===== src/rtl/present_round_iter.sv =====
// Iterative PRESENT-style round engine: NUM_SBOX parallel 4-bit S-boxes plus key XOR, ROUNDS rounds per start.
// Define PRESENT_ROUND_DUP_EN to add a shadow datapath that flags faults and suppresses the faulty result.
module present_round_iter #(
  parameter int NUM_SBOX = 4,
  parameter int ROUNDS   = 4,
  localparam int W  = 4 * NUM_SBOX,
  localparam int CW = $clog2(ROUNDS + 1)
) (
  input  logic         clock,
  input  logic         reset,
  input  logic         io_start,
  input  logic [W-1:0] io_state,
  input  logic [W-1:0] io_key,
  output logic [W-1:0] io_out,
  output logic         io_busy,
  output logic         io_done,
  output logic         io_fault
);

  typedef enum logic [1:0] {IDLE, LOAD, RUN, DONE} fsm_t;

  fsm_t          fsm_q;
  logic [W-1:0]  state_q;
  logic [W-1:0]  key_q;
  logic [CW-1:0] cnt_q;
  logic [W-1:0]  round_d;
  logic          last_round;
  logic          accept;
  logic          mismatch;

  function automatic logic [3:0] sbox4(input logic [3:0] x);
    logic [3:0] y;
    case (x)
      4'h0: y = 4'hC;
      4'h1: y = 4'h5;
      4'h2: y = 4'h6;
      4'h3: y = 4'hB;
      4'h4: y = 4'h9;
      4'h5: y = 4'h0;
      4'h6: y = 4'hA;
      4'h7: y = 4'hD;
      4'h8: y = 4'h3;
      4'h9: y = 4'hE;
      4'hA: y = 4'hF;
      4'hB: y = 4'h8;
      4'hC: y = 4'h4;
      4'hD: y = 4'h7;
      4'hE: y = 4'h1;
      default: y = 4'h2;
    endcase
    return y;
  endfunction

  function automatic logic [W-1:0] sbox_layer(input logic [W-1:0] s);
    logic [W-1:0] r;
    r = '0;
    for (int i = 0; i < NUM_SBOX; i++) begin
      r[4*i +: 4] = sbox4(s[4*i +: 4]);
    end
    return r;
  endfunction

  assign round_d    = sbox_layer(state_q) ^ key_q;
  assign last_round = (cnt_q == CW'(ROUNDS - 1));
  // A latched fault blocks any new operation until reset.
  assign accept     = ((fsm_q == IDLE) || (fsm_q == DONE)) && io_start && !io_fault;
  assign io_busy    = (fsm_q == LOAD) || (fsm_q == RUN);
  assign io_done    = (fsm_q == DONE);

`ifdef PRESENT_ROUND_DUP_EN
  logic [W-1:0]  state_dup_q;
  logic [CW-1:0] cnt_dup_q;
  logic [W-1:0]  round_dup;
  logic          fault_q;

  assign round_dup = sbox_layer(state_dup_q) ^ key_q;
  // Comparing next values too catches a divergence on the final round before DONE is entered.
  assign mismatch  = (fsm_q == RUN) &&
                     ((state_q != state_dup_q) || (cnt_q != cnt_dup_q) || (round_d != round_dup));
  assign io_fault  = fault_q;

  always_ff @(posedge clock or negedge reset) begin
    if (!reset) begin
      state_dup_q <= '0;
      cnt_dup_q   <= '0;
      fault_q     <= 1'b0;
    end else begin
      if (mismatch) begin
        fault_q <= 1'b1;
      end
      if (accept) begin
        state_dup_q <= io_state;
        cnt_dup_q   <= '0;
      end else if ((fsm_q == RUN) && !mismatch) begin
        state_dup_q <= round_dup;
        cnt_dup_q   <= cnt_dup_q + 1'b1;
      end
    end
  end
`else
  assign mismatch = 1'b0;
  assign io_fault = 1'b0;
`endif

  // Main FSM: capture on accept, one idle LOAD cycle, then one round per RUN cycle.
  always_ff @(posedge clock or negedge reset) begin
    if (!reset) begin
      fsm_q   <= IDLE;
      state_q <= '0;
      key_q   <= '0;
      cnt_q   <= '0;
      io_out  <= '0;
    end else begin
      case (fsm_q)
        IDLE, DONE: begin
          if (accept) begin
            state_q <= io_state;
            key_q   <= io_key;
            cnt_q   <= '0;
            fsm_q   <= LOAD;
          end else begin
            fsm_q <= IDLE;
          end
        end
        LOAD: fsm_q <= RUN;
        RUN: begin
          if (mismatch) begin
            fsm_q  <= IDLE;
            io_out <= '0;
          end else begin
            state_q <= round_d;
            cnt_q   <= cnt_q + 1'b1;
            if (last_round) begin
              fsm_q  <= DONE;
              io_out <= round_d;
            end
          end
        end
        default: fsm_q <= IDLE;
      endcase
    end
  end

endmodule


===== config.mk =====
export PLATFORM = sky130hd
export DESIGN_NAME = present_round_iter
export DESIGN_NICKNAME = d
export VERILOG_FILES = /design/src/rtl/present_round_iter.sv
export SDC_FILE = /design/constraint.sdc
export NUM_CORES = 1
export LEC_CHECK = 0
export CORE_MARGIN = 10
export CORE_UTILIZATION = 53
export CTS_CLUSTER_SIZE = 40
export DETAILED_ROUTE_END_ITERATION = 10
export HOLD_SLACK_MARGIN = 0.15
export PLACE_DENSITY = 0.81
export SLEW_MARGIN = 10
export SYNTH_ARGS = -nofsm -noshare
export SYNTH_HDL_FRONTEND = slang
export SYNTH_SLANG_ARGS = --single-unit
export TNS_END_PERCENT = 100

===== constraint.sdc =====
create_clock -name clock -period 2 [get_ports clock]
set_input_delay 0.6 -clock clock [delete_from_list [all_inputs] [get_ports clock]]
set_output_delay 0.6 -clock clock [all_outputs]
set_load 0.005 [all_outputs]

## After elaboration in Yosys (flattened, before gate mapping)

Memories as Yosys holds them, arrays and structs flattened.
Index checks and enable logic that the tools add are counted.

- Input bits: 35
- Word-level logic and storage cells: 33
- Memory bits (read-only): 256
- Memories: 4
- Bits in registers: 53
- Output and inout bits: 19

Memories:

| name | depth | width | read ports | clocked after memory_dff | wr ports | RTL line | RTL |
|---|---|---|---|---|---|---|---|
| (name not given) | 16 | 4 | 1 | 0 | 0 | 33 | `case (x)` |
| (name not given) | 16 | 4 | 1 | 0 | 0 | 33 |  |
| (name not given) | 16 | 4 | 1 | 0 | 0 | 33 |  |
| (name not given) | 16 | 4 | 1 | 0 | 0 | 33 |  |

- Muxes and demuxes: 7
- Bitwise logic cells: 1
- $add $sub $neg: 1
- Equality and inequality tests: 6
- Reductions and logical operators: 9

Operators with widths:

| operator | number |
|---|---|
| $pmux 16 s2 | 1 |
| $mux 16 | 1 |
| $xor 16x16->16 | 1 |
| $pmux 2 s3 | 1 |
| $pmux 3 s2 | 1 |
| $reduce_and 2->1 | 3 |
| $eq 2x2->1 const B | 2 |
| $ne 2x2->1 const B | 2 |
| $add 3x1->3 const B | 1 |
| $eq 3x2->1 const B | 1 |
| $mux 3 | 1 |
| $eq 2x1->1 const B | 1 |
| $logic_not 2->1 | 1 |
| $logic_or 1x1->1 | 2 |
| $mux 2 | 1 |
| $reduce_bool 2->1 | 1 |
| $reduce_or 2->1 | 1 |
| $logic_and 1x1->1 | 1 |
| $mux 1 | 1 |

## Logic depth before layout (Yosys ltp)

- Word-level depth: 5
- Depth in mapped cells: 8
- Gate-level depth less buffers: 6

## Worst setup path before layout

OpenSTA, ideal clock, no wires.

- Path kind: register to register
- From: register state_q[8]
- To: register state_q[11]
- Path buffers: 0
- Setup time: 69 ps
- Path slack: 321 ps
- Arrival: 1610 ps
- Cell stages (with the launch flop): 7
- Cell sequence: dfrtp_1 -> inv_1 -> ha_1 -> mux2i_1 -> o21ai_0 -> or4b_1 -> nand3_1

- Longest elaborated chain between the ends: 3

RTL lines:

| element | RTL line | RTL |
|---|---|---|
| start, declared | 23 | `logic [W-1:0] state_q;` |
| start signal, assigned | 117 | `state_q <= io_state;` |
| start signal, assigned | 131 | `state_q <= round_d;` |
| $mem_v2 16x4 | - |  |
| $xor 16x16->16 | 63 | `assign round_d = sbox_layer(state_q) ^ key_q;` |
| $pmux 16 s2 | 114 | `case (fsm_q)` |

Every way passes these cells.
A chain may end at the register's enable or synchronous reset.

## Worst setup path in the final report

- From: register fsm_q[0]
- To: output port io_done

- Longest elaborated chain between the ends: 1

RTL lines:

| element | RTL line | RTL |
|---|---|---|
| start, declared | 22 | `fsm_t fsm_q;` |
| start signal, assigned | 108 | `fsm_q <= IDLE;` |
| start signal, assigned | 120 | `fsm_q <= LOAD;` |
| start signal, assigned | 122 | `fsm_q <= IDLE;` |
| $eq 2x2->1 | 68 | `assign io_done = (fsm_q == DONE);` |
| end, declared | 16 | `output logic io_done,` |

Every way passes these cells.

==> flow_metrics.tcl <==
set metrics [dict create \
    status "completed" \
    antenna_found_initial 0 \
    clock_power_share_pct 10.1 \
    overflow 0 \
    yosysSeqAreaShare_pct 41.7 \
    fin_nets 418 \
    synth.cell_area_um2 3180 \
    p_leak_nw 1.71 \
    power.internal_w 0.00395 \
    drt-total-wl_mm 6.91 \
    avgSynthCellArea_um2 10.6 \
    hold_viol_final 0 \
    dp_slack_ns -0.0446 \
    clk_latency_ns 0.30 \
    gp_congestion 0.806 \
    syn_inst 299 \
    drc 0 \
    ys_seq_elements 53 \
    cts-root-buf "clkbuf_8" \
    r2r_start "fsm_q[0]" \
    grt_max_degree 54 \
    start_util_pct 54.0 \
    final_common_cell "dfrtp_1" \
    tritoncts "yes" \
    power_density_nw_per_um2 1670 \
    drive_above_1_share_pct 15.1 \
    htree_levels 2 \
    path_class "reg -> out" \
    reg2reg_to "state_q[7]" \
    cts_sinks 53 \
    clockBufferDepth 2 \
    drt_iter0_markers 173 \
    rsz0062_at_grt "false" \
    worst_setup_path_start_kind "flop" \
    dp_hpwl_mm 4.98 \
    core_area_um2 5890 \
    finalMaxSlewViolations 0 \
    path_max_fanout 2 \
    rrSetupSlack_ns 0.11 \
    clkTransAtPathRegs_ns 0.10 \
    maxCapViolCount 0 \
    yosysWarnings 0 \
    num_rows 28 \
    cts_hold_buf 0 \
    area_delta_synth_final_pct 25.3 \
    syn_nets 361 \
    grtUsageTotal_pct 14.6 \
    cp_data_arrival_time_ns 1.29 \
    holdWs_ns 0.267 \
    n_antenna_cell 0 \
    seq_power_share_pct 31.2 \
    place_area_um2 3870 \
    skew_ns 0.00687 \
    vdd_drop_max_v 0.00142 \
    via_count 2360 \
    critPathCaptureType "primary output" \
    grt_pass1_wl_mm 11.8 \
    cts_buffers 5 \
    cp.required_ns 1.40 \
    finish.utilization_pct 67.7 \
    p_switching_w 0.00270 \
    setup_violations 0 \
    swShare_pct 40.6 \
    hold_path_class "in -> async" \
    via_per_inst 5.46 \
    die_area_um2 9500 \
    finalPower_w 0.00665 \
    portBuffers 52 \
    period_minus_slack_ns 1.89 \
    final_cell_mix "dfrtp_1 (50), clkdlybuf4s50_1 (49), o21ai_0 (34)" \
    setup_slack_ns 0.110 \
    die_h_um 97.5 \
    worstRegToRegCells 7 \
    pwr-share-comb_pct 58.7 \
    die_w_um 97.5 \
    fillers 471 \
    drt-pass1-iter-count 4 \
    fin_crit_sh_pct 94.5 \
    ys_types 27 \
    ios 54 \
    ant_nets 0 \
    avgRoutedWirePerCell_um 16.0 \
    first_global_vias 2438 \
    fmax_ghz 0.529 \
    final_cell_area_um2 3990 \
]
## cell families (layout without fill, tap and decap cells)
| logic type | after synthesis | count (layout) | share of synthesized area (%) |
|---|---|---|---|
| multiplexers | 29 | 29 | 12.9 |
| buffers and inverters | 34 | 92 | 5.27 |
| XOR/XNOR | 20 | 20 | 5.51 |
| adder cells (fa/ha/maj) | 27 | 27 | 10.6 |
| AND/OR/NAND/NOR | 74 | 74 | 13.5 |
| other | 1 | 1 | 0.118 |
| AO/OA/AOI/OAI | 61 | 61 | 10.4 |
| flip-flops | 53 | 53 | 41.7 |
## metal layers
layer / routed length, µm / vias up / part of all wire, % / GRT usage [%]
met1: 3100 / 1137 / 45 / 18.9
met2: 3440 / 57 / 50 / 23.8
met3: 347 / 4 / 5.0 / 4.05
met4: 29 / 0 / 0.42 / 3.02
met5: 0 / - / 0 / 0
li1: - / 1162 / - / -
## synthesized netlist by cell type
library cell  instances  area [µm²]
o2bb2ai_1             4        35.0
mux4_2                8         180
mux2_2               16         180
nor3b_1              20         150
or4b_1                3        30.0
xor2_1                4        35.0
buf_4                 2        15.0
nand3b_1              2        15.0
buf_6                 3        33.8
or3_1                 4        25.0
buf_2                 8        40.0
nor2_1                2        7.51
o21bai_1              4        30.0
nand4b_1              4        35.0
conb_1                1        3.75
o21ai_0              35         175
mux2i_1               5        50.1
ha_1                 27         338
nand3_1               8        40.0
nand4_1               3        18.8
clkbuf_1              5        18.8
nand2b_1              1        6.26
inv_1                16        60.1
dfrtp_1              53        1330
nand2_1              27         101
xnor2_1              16         140
a21oi_1              18        90.1
## area by class of cell
class | instances | area (µm²) | share of cell area (%)
Multi-Input combinational cell | 212 | 1700 | 42.7
Sequential cell | 53 | 1330 | 33.4
Timing Repair Buffer | 68 | 697 | 17.5
Clock buffer | 7 | 96.3 | 2.42
Tap cell | 75 | 93.8 | 2.35
Inverter | 16 | 60.1 | 1.51
Clock inverter | 1 | 5.00 | 0.126
## state kept, by name, indices dropped and copies added, names as in the netlist
signal / cells
state_q: 16
key_q: 16
fsm_q: 2
io_out: 16
cnt_q: 3
## repair_timing
item	in CTS	in global routing
buffers inserted	1	0
endpoints found under the hold margin	0	0
resized for setup	2	6
endpoints found under the setup margin	1	7
## how the worst max path moves through the flow
stage / start / end / cells past startpoint
2_1_floorplan: state_q[8] / state_q[11] / 6
3_3_place_gp: io_start / state_q[11] / 5
3_5_place_dp: io_start / state_q[7] / 5
4_1_cts: fsm_q[0] / io_busy / 4
5_1_grt: fsm_q[0] / state_q[7] / 7
6_report: fsm_q[0] / io_done / 3
## stage by stage
stage / TNS (ns) / cells
3_5_place_dp: -0.167 / 423
3_3_place_gp: -0.0128 / 423
6_report: 0 / 432
2_1_floorplan: 0 / 299
5_1_grt: 0 / 432
4_1_cts: 0 / 432
## critical path, cell delays in order (launching register included)
cell	delay, ns
dfrtp_1	0.40
buf_4	0.14
ha_1	0.18
dlygate4sd2_1	0.26
## power groups by stage
stage               logic [W]  registers, W  clock network (W)
floorplan             0.00277       0.00194                  0
global placement      0.00377       0.00205                  0
detailed placement    0.00392       0.00208                  0
CTS                   0.00392       0.00207           0.000682
global route          0.00436       0.00216           0.000729
finish                0.00390       0.00207           0.000673
(Power assumes the default switching activity.)
